===== config.mk =====
export PLATFORM = sky130hd
export DESIGN_NAME = fetch_sequencer
export DESIGN_NICKNAME = d
export VERILOG_FILES = /design/src/rtl/fetch_sequencer_pkg.sv /design/src/rtl/fetch_sequencer_op_classifier.sv /design/src/rtl/fetch_sequencer.sv
export SDC_FILE = /design/constraint.sdc
export NUM_CORES = 1
export LEC_CHECK = 0
export BUFFER_PORTS_ARGS = -buffer_cell sky130_fd_sc_hd__buf_4
export CAP_MARGIN = 20
export CORE_ASPECT_RATIO = 0.6
export CORE_MARGIN = 2
export CORE_UTILIZATION = 45
export DETAILED_ROUTE_END_ITERATION = 10
export GPL_TIMING_DRIVEN = 0
export PLACE_DENSITY_LB_ADDON = 0.05
export SYNTH_ARGS = -nofsm -noshare
export SYNTH_HDL_FRONTEND = slang
export SYNTH_SLANG_ARGS = --single-unit

===== constraint.sdc =====
create_clock -name clk -period 4.8 [get_ports clk]
set_clock_uncertainty 0.15 [all_clocks]
set_input_delay 0.24 -clock clk [delete_from_list [all_inputs] [get_ports clk]]
set_output_delay 0.24 -clock clk [all_outputs]
set_load 0.005 [all_outputs]

===== src/rtl/fetch_sequencer_pkg.sv =====
`default_nettype none
// ============================================================================
// Module   : fetch_sequencer_pkg
// Purpose  : Phase, opcode and state encodings shared by the fetch sequencer.
// Revision : 1.0 - initial release
// ============================================================================
package fetch_sequencer_pkg;

    localparam logic [2:0] c_PHASE_A1 = 3'd0;
    localparam logic [2:0] c_PHASE_A2 = 3'd1;
    localparam logic [2:0] c_PHASE_A3 = 3'd2;
    localparam logic [2:0] c_PHASE_M1 = 3'd3;
    localparam logic [2:0] c_PHASE_M2 = 3'd4;
    localparam logic [2:0] c_PHASE_X1 = 3'd5;
    localparam logic [2:0] c_PHASE_X2 = 3'd6;
    localparam logic [2:0] c_PHASE_X3 = 3'd7;

    localparam logic [3:0] c_OPR_JCN     = 4'h1;
    localparam logic [3:0] c_OPR_FIM_SRC = 4'h2;
    localparam logic [3:0] c_OPR_JIN_FIN = 4'h3;
    localparam logic [3:0] c_OPR_JUN     = 4'h4;
    localparam logic [3:0] c_OPR_JMS     = 4'h5;
    localparam logic [3:0] c_OPR_ISZ     = 4'h7;
    localparam logic [3:0] c_OPR_BBL     = 4'hC;

    localparam logic [0:0] c_STATE_WORD1 = 1'b0;
    localparam logic [0:0] c_STATE_WORD2 = 1'b1;

endpackage
`default_nettype wire


===== src/rtl/fetch_sequencer_op_classifier.sv =====
`default_nettype none
// ============================================================================
// Module   : op_classifier
// Purpose  : Classifies the first instruction word (two-word, JIN, BBL).
// Revision : 1.0 - initial release
// ============================================================================
module op_classifier
    import fetch_sequencer_pkg::*;
(
    input  logic [3:0] opr,
    input  logic       opaLsb,
    output logic       isTwoWord,
    output logic       isJin,
    output logic       isBbl
);

    always_comb begin
        isTwoWord = 1'b0;
        case (opr)
            c_OPR_JCN, c_OPR_JUN, c_OPR_JMS, c_OPR_ISZ: isTwoWord = 1'b1;
            // FIM and SRC share an OPR; only FIM (even OPA) carries data.
            c_OPR_FIM_SRC: isTwoWord = ~opaLsb;
            default:       isTwoWord = 1'b0;
        endcase
    end

    assign isJin = (opr == c_OPR_JIN_FIN) && opaLsb;
    assign isBbl = (opr == c_OPR_BBL);

endmodule
`default_nettype wire


===== src/rtl/fetch_sequencer.sv =====
`default_nettype none
// ============================================================================
// Module   : fetch_sequencer
// Purpose  : Two-word instruction fetch FSM issuing PC, stack and pair strobes.
// Revision : 1.0 - initial release
// ============================================================================
module fetch_sequencer
    import fetch_sequencer_pkg::*;
(
    input  logic        clk,
    input  logic        rstN,
    input  logic [2:0]  cycle,
    input  logic [3:0]  romData,
    input  logic [11:0] pcAddr,
    input  logic        condTrue,
    input  logic        iszNonZero,
    input  logic [7:0]  pairDout,
    input  logic [11:0] stackTop,
    output logic [3:0]  oprOut,
    output logic [3:0]  opaOut,
    output logic        secondWord,
    output logic        pcLoad,
    output logic [11:0] pcNew,
    output logic        stackPush,
    output logic        stackPop,
    output logic        pairWe,
    output logic [3:0]  pairAddr,
    output logic [7:0]  pairDin
);

    logic [0:0]  r_state;
    logic [0:0]  w_nextState;
    logic [3:0]  r_opr1, r_opa1, r_opr2, r_opa2;
    logic        w_isTwoWord, w_isJin, w_isBbl;

    logic        w_pcLoad, w_stackPush, w_stackPop, w_pairWe;
    logic [11:0] w_pcNew;
    logic [3:0]  w_pairAddr;
    logic [7:0]  w_pairDin;
    logic        r_pcLoad, r_stackPush, r_stackPop, r_pairWe;
    logic [11:0] r_pcNew;
    logic [3:0]  r_pairAddr;
    logic [7:0]  r_pairDin;

    logic        w_unusedPcLow;
    assign w_unusedPcLow = ^pcAddr[7:0];

    op_classifier u_opClassifier (
        .opr       (r_opr1),
        .opaLsb    (r_opa1[0]),
        .isTwoWord (w_isTwoWord),
        .isJin     (w_isJin),
        .isBbl     (w_isBbl)
    );

    always_ff @(posedge clk) begin
        if (!rstN) begin
            r_state <= c_STATE_WORD1;
        end else if (cycle == c_PHASE_X3) begin
            r_state <= w_nextState;
        end
    end

    always_comb begin
        w_nextState = r_state;
        case (r_state)
            c_STATE_WORD1: w_nextState = w_isTwoWord ? c_STATE_WORD2 : c_STATE_WORD1;
            default:       w_nextState = c_STATE_WORD1;
        endcase
    end

    // Opcode latches: first word while in WORD1, second word while in WORD2.
    always_ff @(posedge clk) begin
        if (!rstN) begin
            r_opr1 <= 4'h0;
            r_opa1 <= 4'h0;
            r_opr2 <= 4'h0;
            r_opa2 <= 4'h0;
        end else if (r_state == c_STATE_WORD1) begin
            if (cycle == c_PHASE_M1) r_opr1 <= romData;
            if (cycle == c_PHASE_M2) r_opa1 <= romData;
        end else begin
            if (cycle == c_PHASE_M1) r_opr2 <= romData;
            if (cycle == c_PHASE_M2) r_opa2 <= romData;
        end
    end

    // Decoded during X2 so the registered strobes appear for exactly X3.
    always_comb begin
        w_pcLoad    = 1'b0;
        w_pcNew     = 12'h000;
        w_stackPush = 1'b0;
        w_stackPop  = 1'b0;
        w_pairWe    = 1'b0;
        w_pairAddr  = 4'h0;
        w_pairDin   = 8'h00;
        if (cycle == c_PHASE_X2) begin
            case (r_state)
                c_STATE_WORD1: begin
                    if (w_isJin) begin
                        w_pcLoad = 1'b1;
                        w_pcNew  = {pcAddr[11:8], pairDout};
                    end else if (w_isBbl) begin
                        w_pcLoad   = 1'b1;
                        w_stackPop = 1'b1;
                        w_pcNew    = stackTop;
                    end
                end
                default: begin
                    case (r_opr1)
                        c_OPR_JUN: begin
                            w_pcLoad = 1'b1;
                            w_pcNew  = {r_opa1, r_opr2, r_opa2};
                        end
                        c_OPR_JMS: begin
                            w_pcLoad    = 1'b1;
                            w_stackPush = 1'b1;
                            w_pcNew     = {r_opa1, r_opr2, r_opa2};
                        end
                        c_OPR_JCN: begin
                            if (condTrue) begin
                                w_pcLoad = 1'b1;
                                w_pcNew  = {pcAddr[11:8], r_opr2, r_opa2};
                            end
                        end
                        c_OPR_ISZ: begin
                            if (iszNonZero) begin
                                w_pcLoad = 1'b1;
                                w_pcNew  = {pcAddr[11:8], r_opr2, r_opa2};
                            end
                        end
                        c_OPR_FIM_SRC: begin
                            w_pairWe   = 1'b1;
                            w_pairAddr = {r_opa1[3:1], 1'b0};
                            w_pairDin  = {r_opr2, r_opa2};
                        end
                        default: ;
                    endcase
                end
            endcase
        end
    end

    always_ff @(posedge clk) begin
        if (!rstN) begin
            r_pcLoad    <= 1'b0;
            r_pcNew     <= 12'h000;
            r_stackPush <= 1'b0;
            r_stackPop  <= 1'b0;
            r_pairWe    <= 1'b0;
            r_pairAddr  <= 4'h0;
            r_pairDin   <= 8'h00;
        end else begin
            r_pcLoad    <= w_pcLoad;
            r_pcNew     <= w_pcNew;
            r_stackPush <= w_stackPush;
            r_stackPop  <= w_stackPop;
            r_pairWe    <= w_pairWe;
            r_pairAddr  <= w_pairAddr;
            r_pairDin   <= w_pairDin;
        end
    end

    assign oprOut     = r_opr1;
    assign opaOut     = r_opa1;
    assign secondWord = (r_state == c_STATE_WORD2);
    assign pcLoad     = r_pcLoad;
    assign pcNew      = r_pcNew;
    assign stackPush  = r_stackPush;
    assign stackPop   = r_stackPop;
    assign pairWe     = r_pairWe;
    assign pairAddr   = r_pairAddr;
    assign pairDin    = r_pairDin;

endmodule
`default_nettype wire


# [Word-level counts from Yosys, hierarchy flattened]
# Cells that the tools add are included.
# Widths: inputs -> output; s select.
[classes] n_eq_ne=11 mux=17 n_reduce_logical=11 n_bitwise=4
[op_table] op="$mux 12" n=5
[op_table] op="$pmux 12 s3" n=1
[op_table] op="$eq 4x3->1 const B" n=3
[op_table] op="$reduce_and 2->1" n=5
[op_table] op="$eq 3x3->1 const B" n=3
[op_table] op="$mux 1" n=9
[op_table] op="$eq 4x2->1 const B" n=2
[op_table] op="$reduce_or 4->1" n=2
[op_table] op="$eq 4x1->1 const B" n=1
[op_table] op="$eq 4x4->1 const B" n=1
[op_table] op="$not 1->1" n=4
[op_table] op="$reduce_and 4->1" n=1
[op_table] op="$eq 3x2->1 const B" n=1
[op_table] op="$pmux 1 s3" n=1
[op_table] op="$reduce_and 3->1" n=1
[op_table] op="$pmux 1 s2" n=1
[op_table] op="$reduce_or 2->1" n=1
[op_table] op="$logic_and 1x1->1" n=1
[word_totals] word_cells=56 inputBits=43 ff_bits=45 output_inout_bits=37

# [Logic depth before layout (Yosys ltp)]
[logic_depth] depth_word=5 mapped_depth=7

# [Modules after synthesis]
# From an unflattened synthesis, not the netlist that was laid out.
[hier_totals] hier_cells=168 area_unflattened_um2=1805.5
[modules_own_cells] module="fetch_sequencer" seq_area_each_um2=880.8 area_per_inst_um2=1735.4 cells_each=161 instances=1
[modules_own_cells] module="op_classifier" seq_area_each_um2=0.0 area_per_inst_um2=70.1 cells_each=7 instances=1

# [Worst setup path before layout]
# No wires, ideal clock.
[synth_timing] kind="reg-to-reg" startpoint="register r_opr1[0], in the netlist oprOut[0]" endpoint="register r_state, in the netlist secondWord" required_ns=4.580 stages_incl_launch_ff=6 setup_ns=0.070 arrival_ns=1.338 n_path_buf=1 slack_ns=3.242 cell_sequence="dfxtp_1 buf_2 nor4b_2 a211oi_1 or4_1 a21boi_1"
[synth_between] elab_chain_cells=5
[synth_rtl] item="start: declaration" line="fetch_sequencer.sv:33" source="logic [3:0] r_opr1, r_opa1, r_opr2, r_opa2;"
[synth_rtl] item="start signal: assignment" line="fetch_sequencer.sv:80" source="if (cycle == c_PHASE_M1) r_opr1 <= romData;"
[synth_rtl] item="$eq 4x1->1 or $eq 4x3->1 (tied branches)" line="fetch_sequencer_op_classifier.sv:19" source="case (opr)"
[synth_rtl] item="$reduce_or 4->1" line="fetch_sequencer_op_classifier.sv:19"
[synth_rtl] item="$pmux 1 s2 *" line="fetch_sequencer_op_classifier.sv:19"
[synth_rtl] item="$mux 1 *" line="fetch_sequencer.sv:67" source="c_STATE_WORD1: w_nextState = w_isTwoWord ? c_STATE_WORD2 : c_STATE_WORD1;"
[synth_rtl] item="$mux 1 *" line="fetch_sequencer.sv:66" source="case (r_state)"
[synth_rtl] item="end signal: assignment" line="fetch_sequencer.sv:58" source="r_state <= c_STATE_WORD1;"
[synth_rtl] item="end signal: assignment" line="fetch_sequencer.sv:60" source="r_state <= w_nextState;"
[synth_rtl] item="end: declaration" line="fetch_sequencer.sv:31" source="logic [0:0] r_state;"
# Every way passes the cells marked *; elsewhere a longest branch is shown, timed or not.
# A chain may end at the register's enable or synchronous reset.

# [Final worst setup path]
[layout_timing] startpoint="register r_opr1[1], in the netlist oprOut[1]" endpoint="register r_pcNew[0], in the netlist pcNew[0]"
[layout_between] elab_chain_cells=4
[layout_rtl] item="$eq 4x3->1 (tied with other cells)" line="fetch_sequencer.sv:110" source="case (r_opr1)"
[layout_rtl] item="$reduce_or 2->1 (no line) (tied with other cells)"
[layout_rtl] item="$pmux 12 s3 or $mux 12 (tied branches)" line="fetch_sequencer.sv:110, fetch_sequencer.sv:100"
[layout_rtl] item="$mux 12 *" line="fetch_sequencer.sv:98" source="case (r_state)"
[layout_rtl] item="end signal: assignment" line="fetch_sequencer.sv:155" source="r_pcNew <= w_pcNew;"
[layout_rtl] item="end: declaration" line="fetch_sequencer.sv:41" source="logic [11:0] r_pcNew;"
# Marks and branches as above.

==> summary.md <==
| Metric | Value |
|---|---|
| GR Layer Usage met1 | `0.3190` |
| Power per cell area | `292.9 nW/um^2` |
| Post-Route WL | `4690 um` |
| Largest net degree at the start of global routing | `16` |
| Met3 Usage GRT | `0.05984` |
| Worst hold path class | `primary input to flip-flop` |
| RSZ-0062 raised after global routing | `false` |
| Critical path cell sequence | `nand2b_1 > nor4_4 > buf_2 > a22oi_1 > o22ai_1` |
| Cells after Synth | `171` |
| Die area | `4421 um^2` |
| Htree depth | `2` |
| Status | `finished clean` |
| Core Rows | `17` |
| Fin. Hold Viols | `0` |
| Via count | `1,539` |
| Yosys top cell area share | `0.5032` |
| CP startpoint kind | `flip-flop` |
| Period utilisation layout | `0.3830` |
| Synthesized flop and latch total | `44` |
| Worst Path Required | `4.87 ns` |
| # DRC | `0` |
| Layout cells sized above 1 | `0.3765` |
| PostCTS Resize Cnt | `0` |
| Reg clk slew, reported paths | `0.09 ns` |
| Clk root buf | `clkbuf_8` |
| Final Slew Violations | `0` |
| Synthesized net count | `214` |
| Post-synth EDFFs | `0` |
| P_leak | `0.001002 uW` |
| Starting DRT DRC Count | `102` |
| Synth area leaders | `dfxtp_1 (50%), mux2i_1 (9.1%), nor2b_1 (6.4%)` |
| Yosys warns | `0` |
| Worst-Skew Late Latency | `0.30 ns` |
| Antenna violation net count after detailed routing | `0` |
| Share of async-settable or async-resettable flops after synthesis | `0` |
| Synth cell types | `35` |
| Sink Count | `44` |
| Peak supply drop | `0.0001910 V` |
| CTS tree | `done` |
| First-pass GRT wire length | `7251 um` |
| N_diodes | `0` |
| Tot Pwr | `713.2 uW` |
| Worst setup path start | `oprOut[1]` |
| HPWL after DPL | `3525 um` |
| HP Start | `pcAddr[11]` |
| WP data arrival | `1.91 ns` |
| Total GRT Usage | `0.2190` |
| Final TNS setup | `0 ns` |
| Antenna violations before repair | `0` |
| Crit Path Max Fanout | `10` |
| Io pins | `80` |
| Most used routing layer | `met1` |
| Core Box Area | `3701 um^2` |
| Worst setup EP type | `flip-flop` |
| FMAX | `544.0 MHz` |
| Register area share after synthesis | `0.5032` |
| # nets final | `289` |
| Mean routed wirelength per cell | `15.95 um` |
| Number of global-route vias before repair | `1,414` |
| Port bufs | `68` |
| Met2 usage in global routing | `0.3031` |
| Die width | `84.52 um` |
| Min Tclk post-route | `1.838 ns` |
| # setup viols final | `0` |
| Fillers | `303` |
| Post-CTS Setup Inserts | `0` |
| Top_reg_cell synth | `dfxtp_1` |
| Mean Syn Cell Area | `10.24 um^2` |
| Clock tree buffer depth | `2` |
| Maxcap violations | `0` |
| Height of the die | `52.31 um` |
| CTS Hold Bufs | `0` |
| Worst path bufs/invs | `1` |
| Synth area leader | `dfxtp_1` |
| GRT overflow | `0` |
| Initial core utilization | `0.4730` |
| GPL Wtd Cong | `0.8196` |
| Area Growth Syn to Fin | `39.10%` |
| Critical path class | `flip-flop to flip-flop` |
| Critical R2R Launch | `oprOut[1]` |
| Crit path max-delay family | `simple AND/OR/NAND/NOR gates` |
| Synth Cell Area | `1750 um^2` |
| Worst path slowest cell | `dfxtp_1` |
| CTS Buf Count | `5` |
| Detail-routed via count per cell | `5.235` |
| Pre-antenna DRT Iters | `4` |
| Crit-path max cell delay | `0.46 ns` |
## synth_stat cells (all sizes together) (2+ instances only)
cell	n
a211oi	2
a21oi	5
a22oi	12
and2	12
and3	2
buf	9
clkbuf	5
dfxtp	44
mux2i	16
nand2	12
nand2b	2
nand3	3
nor2	3
nor2b	18
nor3	2
nor4	2
o21ai	4
o22ai	8
## cell families after synthesis
kind of cell | count (synthesis) | synth area share
AOI/OAI and AO/OA | 32 | 0.1258
buffers and inverters | 15 | 0.04217
and+or+nand+nor | 63 | 0.2352
other | 1 | 0.002142
muxes | 16 | 0.09149
DFF | 44 | 0.5032
## registers in the layout (all words and copies together), names as in the netlist
signal      cells
pcNew          12
pairWe          1
stackPush       1
stackPop        1
pairDin         8
r_opa2          4
opaOut          4
oprOut          4
r_opr2          4
pcLoad          1
pairAddr        3
secondWord      1
## path summary, 6_finish.rpt
kind,to,slack (ns),cells after the start
setup / recovery,pcNew[0],2.96,5
hold / removal,pcNew[11],0.07,3
setup reg to reg,pcNew[0],2.96,5
hold reg to reg,pairDin[7],0.34,1
## worst register-to-register path, delay by kind of cell, from the launching register on
kind | cells | cell delay [ns]
AND/OR/NAND/NOR | 2 | 0.54
buffers and inverters | 1 | 0.30
flip-flops | 1 | 0.46
AO/OA/AOI/OAI | 2 | 0.31
## cell type report
class / count / area [um^2] / area share
clock buffers: 5 / 68.82 / 0.02826
clock inverters: 3 / 46.29 / 0.01901
inverters: 1 / 3.754 / 0.001542
well taps: 47 / 58.81 / 0.02415
multi-input cells: 112 / 795.8 / 0.3268
plain buffers: 14 / 70.07 / 0.02878
repair buffers: 68 / 510.5 / 0.2097
flip-flops and latches: 44 / 880.8 / 0.3618
## placed cells by master (no fill, tap or decap), types with 8 or more instances in the layout
master   synthesis  final
buf_4            3     71
dfxtp_1         44     44
nor2b_1         18     18
mux2i_1         16     16
nand2_1         12     12
and2_1          12     12
a22oi_1         12     12
o22ai_1          8      8
## stage by stage
stage | worst slack, ns | area, um^2 | util | hold WS [ns] | instances
6_report | 2.962 | 2435 | 0.6579 | 0.07001 | 294
4_1_cts | 2.974 | 2435 | 0.6579 | 0.06855 | 294
5_1_grt | 2.785 | 2435 | 0.6579 | 0.07377 | 294
3_5_place_dp | 2.961 | 2320 | 0.6268 | 0.3289 | 286
3_3_place_gp | 2.995 | 2320 | 0.6268 | 0.3367 | 286
2_1_floorplan | 3.242 | 1750 | - | 0.2553 | 171
## metal layers
layer  share of wire  wire [um]  vias to the layer above
li1                -          -                      743
met1            0.49       2297                      717
met2            0.41       1909                       72
met3           0.089        417                        7
met4           0.014         67                        0
met5               0          0                        -
## where the power goes
group,internal [uW],total [uW],leakage [uW],switching [uW]
Combinational,30.0,50.0,0.000592,19.9
Clock,157,292,0.0000548,135
Sequential,367,371,0.000355,3.90
Note: power is estimated with default switching activity, not from simulation.
